$ cat config.mk
export PLATFORM = sky130hd
export DESIGN_NAME = hamming_tx_sched
export DESIGN_NICKNAME = d
export VERILOG_FILES = /design/src/rtl/hamming_tx_sched.sv
export SDC_FILE = /design/constraint.sdc
export NUM_CORES = 1
export LEC_CHECK = 0
export ABC_AREA = 1
export CORE_MARGIN = 2
export CORE_UTILIZATION = 55
export DETAILED_ROUTE_END_ITERATION = 8
export GPL_ROUTABILITY_DRIVEN = 0
export PLACE_DENSITY = 0.92
export SLEW_MARGIN = 15
export SYNTH_ARGS = -nofsm -noshare
export SYNTH_HDL_FRONTEND = slang
export SYNTH_SLANG_ARGS = --single-unit
$ cat constraint.sdc
create_clock -name clk -period 3.4 [get_ports clk]
set_clock_uncertainty 0.2 [all_clocks]
set_input_delay 0.51 -clock clk [delete_from_list [all_inputs] [get_ports clk]]
set_output_delay 0.51 -clock clk [all_outputs]
set_load 0.03 [all_outputs]
$ cat src/rtl/hamming_tx_sched.sv
// Round-robin scheduler feeding one (16,11) extended-Hamming encoder/serializer.
// Optional HAMMING_TX_ERR_INJ_EN adds a single-shot bit-flip injector (inj_arm/inj_pos).
module hamming_tx_sched #(
  parameter int N_REQ = 2,
  parameter int IDW   = 2
) (
  input  logic                 clk,
  input  logic                 rst_n,
  input  logic [N_REQ-1:0]     req,
  input  logic [11*N_REQ-1:0]  data_in,
  output logic [N_REQ-1:0]     gnt,
  output logic [IDW-1:0]       gnt_id,
  input  logic                 ser_ready,
  output logic                 ser_out,
  output logic                 ser_valid,
  output logic                 frame_start,
  output logic                 frame_end
`ifdef HAMMING_TX_ERR_INJ_EN
  ,
  input  logic                 inj_arm,
  input  logic [3:0]           inj_pos
`endif
);

  typedef enum logic {IDLE, SEND} state_t;

  state_t           state, state_nxt;
  logic [3:0]       cnt, cnt_nxt;
  logic [15:0]      cw, cw_new;
  logic [IDW-1:0]   ptr;
  logic [N_REQ-1:0] gnt_c;
  logic             take;
  logic             found;
  int               sel_idx;

  // Data occupies the non-power-of-two positions; position 0 closes even parity.
  function automatic logic [15:0] encode(input logic [10:0] d);
    logic [15:0] c;
    c     = '0;
    c[3]  = d[0];
    c[5]  = d[1];
    c[6]  = d[2];
    c[7]  = d[3];
    c[9]  = d[4];
    c[10] = d[5];
    c[11] = d[6];
    c[12] = d[7];
    c[13] = d[8];
    c[14] = d[9];
    c[15] = d[10];
    c[1]  = c[3] ^ c[5] ^ c[7] ^ c[9] ^ c[11] ^ c[13] ^ c[15];
    c[2]  = c[3] ^ c[6] ^ c[7] ^ c[10] ^ c[11] ^ c[14] ^ c[15];
    c[4]  = c[5] ^ c[6] ^ c[7] ^ c[12] ^ c[13] ^ c[14] ^ c[15];
    c[8]  = ^c[15:9];
    c[0]  = ^c[15:1];
    return c;
  endfunction

`ifdef HAMMING_TX_ERR_INJ_EN
  logic       armed;
  logic [3:0] inj_pos_q;
  logic [3:0] flip_pos;
  logic       do_flip;
`endif

  always_comb begin
    found   = 1'b0;
    sel_idx = 0;
    for (int k = 0; k < N_REQ; k++) begin
      if (!found && req[(int'(ptr) + k) % N_REQ]) begin
        found   = 1'b1;
        sel_idx = (int'(ptr) + k) % N_REQ;
      end
    end
  end

  always_comb begin
    state_nxt = state;
    cnt_nxt   = cnt;
    take      = 1'b0;
    gnt_c     = '0;
    case (state)
      IDLE: begin
        if (found) take = 1'b1;
      end
      SEND: begin
        if (ser_ready) begin
          if (cnt == 4'd15) begin
            // Final bit handoff: a waiting requester is granted without a gap.
            if (found) take = 1'b1;
            else       state_nxt = IDLE;
          end else begin
            cnt_nxt = cnt + 4'd1;
          end
        end
      end
      default: state_nxt = IDLE;
    endcase
    if (take) begin
      state_nxt      = SEND;
      cnt_nxt        = 4'd0;
      gnt_c[sel_idx] = 1'b1;
    end
  end

  always_comb begin
    cw_new = encode(data_in[sel_idx*11 +: 11]);
`ifdef HAMMING_TX_ERR_INJ_EN
    do_flip  = inj_arm | armed;
    flip_pos = inj_arm ? inj_pos : inj_pos_q;
    if (do_flip) cw_new[flip_pos] = ~cw_new[flip_pos];
`endif
  end

  always_ff @(posedge clk or negedge rst_n) begin
    if (!rst_n) begin
      state  <= IDLE;
      cnt    <= 4'd0;
      cw     <= '0;
      ptr    <= '0;
      gnt_id <= '0;
    end else begin
      state <= state_nxt;
      cnt   <= cnt_nxt;
      if (take) begin
        cw     <= cw_new;
        gnt_id <= IDW'(sel_idx);
        ptr    <= IDW'((sel_idx + 1) % N_REQ);
      end
    end
  end

`ifdef HAMMING_TX_ERR_INJ_EN
  always_ff @(posedge clk or negedge rst_n) begin
    if (!rst_n) begin
      armed     <= 1'b0;
      inj_pos_q <= 4'd0;
    end else begin
      if (inj_arm) begin
        armed     <= 1'b1;
        inj_pos_q <= inj_pos;
      end
      if (take) armed <= 1'b0;
    end
  end
`endif

  // gnt is combinational; gate it so it reads 0 while reset is held.
  assign gnt         = gnt_c & {N_REQ{rst_n}};
  assign ser_valid   = (state == SEND);
  assign ser_out     = ser_valid & cw[cnt];
  assign frame_start = ser_valid && (cnt == 4'd0);
  assign frame_end   = ser_valid && (cnt == 4'd15);

endmodule
==> flow_summary.json, run 1 <==
{
  "status": "completed",
  "ctsResizeCount": 0,
  "die_h_um": 61.24,
  "finalHoldViolations": 0,
  "dp_hpwl_mm": 3.154,
  "fmax_mhz": 316.0,
  "ctsHtreeMaxLevel": 1,
  "power.switching_uw": 674.9,
  "min_period_over_period_pct": 93.08,
  "fp.dieW_um": 61.24,
  "wl_per_cell_um": 11.06,
  "worst-setup-path-type": "flip-flop to output port",
  "drtPass1Iterations": 4,
  "dpl_worst_slack_ps": 513.8,
  "synth-warning-count": 0,
  "crit_path_max_fanout": 10,
  "switching_share_pct": 47.01,
  "post_cts_buffers": 0,
  "grt_use_total_pct": 23.22,
  "num-fill-cells": 259,
  "layout_min_cycle_time_ps": 3165,
  "p_per_area_nw_per_um2": 664.4,
  "netlist_instances": 283,
  "crit_path_end_kind": "output port",
  "slowest_delay_ps": 670,
  "setup-violations-final": 0,
  "startpoint_type": "flip-flop",
  "p_comb_share_pct": 57.1,
  "synth_area_leaders": "dfrtp_1 (32%), nand2_1 (22%), nand3_1 (6.9%), inv_1 (5.8%), o21ai_0 (5.8%)",
  "wl_met1_mm": 1.861,
  "cts_tree": "yes",
  "drv_cap": 0,
  "worstPathCellList": "ha_1, inv_1, nor3_1, a21oi_1, inv_1, nand3_1, nor2_1, clkdlybuf4s50_1",
  "grt_pass1_vias": 1536,
  "grt_pass1_wl_mm": 6.568,
  "io_pins": 35,
  "num_rows": 20,
  "grt_setup_unrepaired": "no",
  "port_buffers": 33,
  "final_net_count": 341,
  "met3_length_um": 141,
  "p_int_uw": 760.8,
  "yosysUniqueCellTypes": 26,
  "syn-cell-area_um2": 1802,
  "syn_to_final_growth_pct": 19.93,
  "yosys.area.top_type_share_pct": 31.94,
  "n_antenna_cell": 0,
  "rrSetupSlack_ps": 1080,
  "dr_wl_met2_mm": 1.886,
  "grt_max_degree": 29,
  "start_util_pct": 58.54,
  "seq_power_share_pct": 34.2,
  "holdWs_ps": 292.8,
  "synth_top_area_cell": "dfrtp_1",
  "drtIter0Drc": 120,
  "power_frac_clock_pct": 8.7,
  "route.detailed.drc": 0,
  "postRouteWirelength_mm": 3.925,
  "vias_per_cell": 5.031,
  "grt_remaining_overflow": 0,
  "die-area_um2": 3750,
  "ys_ff_latch": 23,
  "num_vias": 1786,
  "irDropWorstVdd_mv": 0.2714,
  "clk_latency_ps": 310,
  "dpl_cell_area_um2": 2133,
  "seq_area_um2": 575.6,
  "clkTransAtPathRegs_ps": 130,
  "antenna_found_initial": 0,
  "multiInputGateArea_um2": 1032,
  "final_area_um2": 2161,
  "cts_sinks": 23,
  "maxSlewViolCount": 0,
  "ys_seq_area_share_pct": 31.94,
  "setup_ws_ps": 235.3,
  "top_layer_used": "met4",
  "crit_path_top_delay_cell": "clkdlybuf4s50_1",
  "syn_area_per_cell_um2": 6.367,
  "drive_above_1_share_pct": 5.788,
  "synth_nets": 312,
  "clockBufferDepth": 2,
  "worst_ep_required_time_ps": 2690,
  "antenna_left": 0,
  "cts_inserted_buffers": 3,
  "coreArea_um2": 3078,
  "fin_setup_tns_ps": 0,
  "cp.arrival_ps": 2450,
  "p_leak_uw": 0.001131,
  "root_buffer": "clkbuf_4",
  "hold_class": "flip-flop to flip-flop",
  "path_common_cell": "inv_1",
  "hold_buffers": 0
}
## registers in the layout (all words and copies together), names as in the netlist
register   flops
cnt            4
cw            16
ptr            1
gnt_id         1
ser_valid      1
## power groups by stage
| stage | Sequential, uW | Combinational [uW] | Clock, uW |
|---|---|---|---|
| finish | 491 | 819 | 125 |
| detailed placement | 497 | 816 | 0 |
| CTS | 491 | 819 | 126 |
| global placement | 494 | 792 | 0 |
| floorplan | 470 | 636 | 0 |
| global route | 508 | 934 | 138 |
## cell usage in the layout (no fill, tap or decap)
| cell | synthesis | final |
|---|---|---|
| nand2_1 | 106 | 106 |
| clkdlybuf4s50_1 | 0 | 32 |
| inv_1 | 28 | 28 |
| nand3_1 | 25 | 25 |
| dfrtp_1 | 23 | 23 |
| o21ai_0 | 21 | 21 |
| nor2_1 | 14 | 14 |
| nand3b_1 | 10 | 10 |
| xnor2_1 | 7 | 7 |
| nor3_1 | 5 | 5 |
| nand2_2 | 5 | 5 |
| inv_2 | 4 | 4 |
| a21oi_1 | 4 | 4 |
| buf_4 | 4 | 4 |
| o22ai_1 | 3 | 3 |
| a31oi_1 | 3 | 3 |
| clkbuf_4 | 0 | 3 |
| o211ai_1 | 2 | 2 |
| nor4_1 | 2 | 2 |
| xor2_1 | 2 | 2 |
| o21ai_1 | 2 | 2 |
| ha_1 | 2 | 2 |
| nand2_4 | 1 | 1 |
| or2_1 | 1 | 1 |
| conb_1 | 1 | 1 |
| clkinv_2 | 0 | 1 |
## cell usage after synthesis
master    number
a21oi_1        4
a31oi_1        3
buf_2          5
buf_4          4
buf_6          1
clkbuf_1       2
conb_1         1
dfrtp_1       23
ha_1           2
inv_1         28
inv_2          4
nand2_1      106
nand2_2        5
nand2_4        1
nand3_1       25
nand3b_1      10
nor2_1        14
nor3_1         5
nor4_1         2
o211ai_1       2
o21ai_0       21
o21ai_1        2
o22ai_1        3
or2_1          1
xnor2_1        7
xor2_1         2
## critical path, delay by kind of cell, from the launching register on
kind | cells | cell delay (ps)
DFF | 1 | 540
and+or+nand+nor | 3 | 380
AOI/OAI and AO/OA | 1 | 150
adders and majority gates | 1 | 230
buffers and inverters | 3 | 840
## path summary, 6_finish.rpt
check | start | to | cells past startpoint
min in group asynchronous | rst_n | cnt[2]$_DFFE_PN0P_ | 2
worst max register to register | ptr[0]$_DFFE_PN0P_ | cw[0]$_DFFE_PN0P_ | 16
max in group asynchronous | rst_n | cw[5]$_DFFE_PN0P_ | 2
worst min register to register | cw[10]$_DFFE_PN0P_ | cw[10]$_DFFE_PN0P_ | 2
worst min-delay path | cw[10]$_DFFE_PN0P_ | cw[10]$_DFFE_PN0P_ | 2
worst max-delay path | cnt[0]$_DFFE_PN0P_ | gnt[1] | 8
## area by class of cell
class / instances / area share (%)
Sequential cell: 23 / 26.64
Clock inverter: 1 / 0.2316
Inverter: 32 / 5.559
Tap cell: 44 / 2.548
Timing Repair Buffer: 36 / 16.21
Multi-Input combinational cell: 216 / 47.77
Clock buffer: 3 / 1.042
## through the flow
step | power, uW | instances | util (%)
after floorplan | 1107 | 283 | -
after CTS | 1437 | 355 | 70.20
after global placement | 1286 | 351 | 69.31
after global routing | 1580 | 355 | 70.20
final | 1436 | 355 | 70.20
after detailed placement | 1313 | 351 | 69.31
## per-layer routing
metal | up-vias | track usage, %
met1 | 780 | 31.01
met4 | 0 | 7.143
met5 | - | 0
met3 | 4 | 1.050
met2 | 44 | 40.58
li1 | 958 | -
## cell families after synthesis
family	count (synthesis)	share of synthesized area, %
buffers and inverters	44	10.76
AO/OA/AOI/OAI	35	10.42
XOR/XNOR	9	4.375
AND/OR/NAND/NOR	169	40.90
flip-flops	23	31.94
other	1	0.2081
adder cells (fa/ha/maj)	2	1.389
Power figures use the tool's default switching activity.
==> run 2, diff against run 1 <==
--- a/config.mk
+++ b/config.mk
@@ -9,8 +9,9 @@
 export CORE_MARGIN = 2
 export CORE_UTILIZATION = 55
 export DETAILED_ROUTE_END_ITERATION = 8
+export DONT_BUFFER_PORTS = 1
 export GPL_ROUTABILITY_DRIVEN = 0
-export PLACE_DENSITY = 0.92
+export PLACE_DENSITY = 0.78
 export SLEW_MARGIN = 15
 export SYNTH_ARGS = -nofsm -noshare
 export SYNTH_HDL_FRONTEND = slang
==> run 2 against run 1 <==
  * Utilization fell by 10 points
  * Non-clock buffer count fell by 32
  * Register-to-register slack got worse by 40 ps
  * Worst hold slack got worse by 140 ps
  * Setup slack improved by 250 ps
  * Sequential share of layout area rose by 4.6 points
  * Die area did not move
==> flow_summary.json, run 2 (synthesis gave the netlist of run 1 again) <==
{
  "vias_per_cell": 5.192,
  "grt_pass1_wl_mm": 6.658,
  "slowest_delay_ps": 520,
  "tightestPinTransition_ps": 730.6,
  "top_register": "cw",
  "grt_remaining_overflow": 0,
  "final_net_count": 309,
  "fin_setup_tns_ps": 0,
  "layout_min_cycle_time_ps": 2913,
  "antenna_found_initial": 0,
  "crit_path_end_kind": "output port",
  "crit_path_max_fanout": 12,
  "io_pins": 35,
  "dpl_cell_area_um2": 1798,
  "grt_setup_unrepaired": "no",
  "clk_latency_ps": 310,
  "largest_register_ffs": 16,
  "crit_path_top_delay_cell": "dfrtp_1",
  "post_cts_buffers": 0,
  "final_common_cell": "nand2_1",
  "antenna_left": 0,
  "worst-setup-path-type": "flip-flop to output port",
  "die_h_um": 61.24,
  "drtIter0Drc": 125,
  "grt_use_total_pct": 23.51,
  "coreArea_um2": 3078,
  "cp_top_family": "simple AND/OR/NAND/NOR gates",
  "cts_tree": "yes",
  "final_cell_mix": "nand2_1 (106), inv_1 (28), nand3_1 (25), dfrtp_1 (23), o21ai_0 (21)",
  "crit_buf_inv": 2,
  "postRouteWirelength_mm": 3.700,
  "status": "completed",
  "num_rows": 20,
  "p_per_area_nw_per_um2": 736.4,
  "grt_max_degree": 29,
  "dp_hpwl_mm": 2.943,
  "hold_class": "input port to flip-flop",
  "drive_above_1_share_pct": 6.093,
  "cp.arrival_ps": 2200,
  "wl_per_cell_um": 11.46,
  "cts_sinks": 23,
  "drv_cap": 0,
  "p_leak_uw": 0.001006,
  "port_buffers": 0,
  "route.detailed.drc": 0,
  "num_vias": 1677,
  "grt_pass1_vias": 1525,
  "worstPathCellList": "ha_1, inv_1, nor3_1, a21oi_1, nor2_1, buf_4, nand2_1, nor2_1",
  "startpoint_type": "flip-flop",
  "min_period_over_period_pct": 85.67,
  "fmax_mhz": 343.3,
  "finalHoldViolations": 0,
  "relSlewSlack_pct": 51.07,
  "clkTransAtPathRegs_ps": 130,
  "worst_ep_required_time_ps": 2690,
  "maxSlewViolCount": 0,
  "clockBufferDepth": 2,
  "drtPass1Iterations": 4,
  "irDropWorstVdd_mv": 0.3246,
  "die-area_um2": 3750,
  "setup-violations-final": 0,
  "multiInputGateArea_um2": 1032,
  "cts_inserted_buffers": 3,
  "ctsHtreeMaxLevel": 1,
  "final_area_um2": 1841,
  "root_buffer": "clkbuf_4",
  "num-fill-cells": 321,
  "largest_registers": "cw: 16 flops, cnt: 4 flops",
  "path_common_cell": "nor2_1",
  "n_antenna_cell": 0,
  "fp.dieW_um": 61.24,
  "syn_to_final_growth_pct": 2.153,
  "seq_area_um2": 575.6,
  "start_util_pct": 58.54
}
run 2: cell types whose count changed in the layout (fill, tap and decap cells not counted):
cell / change
buf_2: +1
dlygate4sd3_1: +1
clkdlybuf4s50_1: -32
buf_4: -2
run 2: metrics by stage:
stage | hold WS [ps] | total power [uW] | setup WS [ps] | utilization [%] | cells
after floorplan | 14.41 | 1107 | 936.9 | - | 283
after detailed placement | 14.74 | 1232 | 825.8 | 58.41 | 317
after CTS | 145.3 | 1365 | 467.4 | 59.63 | 322
final | 153.9 | 1355 | 487.1 | 59.80 | 323
after global routing | 155.6 | 1513 | 122.0 | 59.80 | 323
after global placement | 14.76 | 1219 | 872.6 | 58.41 | 317
run 2: worst register-to-register path: stages, from the launching register on:
cell	delay (ps)
dfrtp_1	410
inv_2	70
nand2_4	140
nand2_2	310
nand2_1	80
nand2_1	200
inv_1	120
nand2_1	70
nand2_1	50
nand2_1	70
nand3_1	70
nand2_1	130
inv_1	70
nand2_1	60
nand3_1	80
nand3_1	90
nand2_1	50
run 2: layer usage:
metal | share of wire, % | track usage [%] | routed length [um] | vias up
li1 | - | - | - | 892
met1 | 48 | 34.56 | 1764 | 728
met2 | 46 | 36.47 | 1691 | 55
met3 | 5.8 | 2.941 | 216 | 2
met4 | 0.73 | 6.522 | 27 | 0
met5 | 0 | 0 | 0 | -
run 2: worst paths after layout:
path                                     from                     to  slack, ps  depth (start not counted)
setup / recovery           cnt[0]$_DFFE_PN0P_                 gnt[0]        490                          8
hold / removal                         req[1]  gnt_id[0]$_DFFE_PN0P_        150                          2
setup reg to reg           ptr[0]$_DFFE_PN0P_      cw[0]$_DFFE_PN0P_       1040                         16
hold reg to reg            cw[10]$_DFFE_PN0P_     cw[10]$_DFFE_PN0P_        300                          2
max in group asynchronous               rst_n     cw[10]$_DFFE_PN0P_       2140                          2
min in group asynchronous               rst_n     ptr[0]$_DFFE_PN0P_        490                          2
run 2: layout make-up:
class                   count  area share, %
flip-flops and latches     23          31.27
multi-input cells         216          56.08
clock buffers               3          1.224
inverters                  32          6.526
repair buffers              4          1.632
well taps                  44          2.991
clock inverters             1         0.2719
run 2: report_power, final:
group | switching (uW) | total [uW] | internal, uW
clock | 80.8 | 125 | 43.8
combinational | 470 | 727 | 256
sequential | 110 | 504 | 394
total | 661 | 1360 | 695
run 2: repair_timing:
item                      in CTS  in global routing
hold endpoints to repair      23                 23
hold buffers                   1                  1
gates resized for setup        0                  0
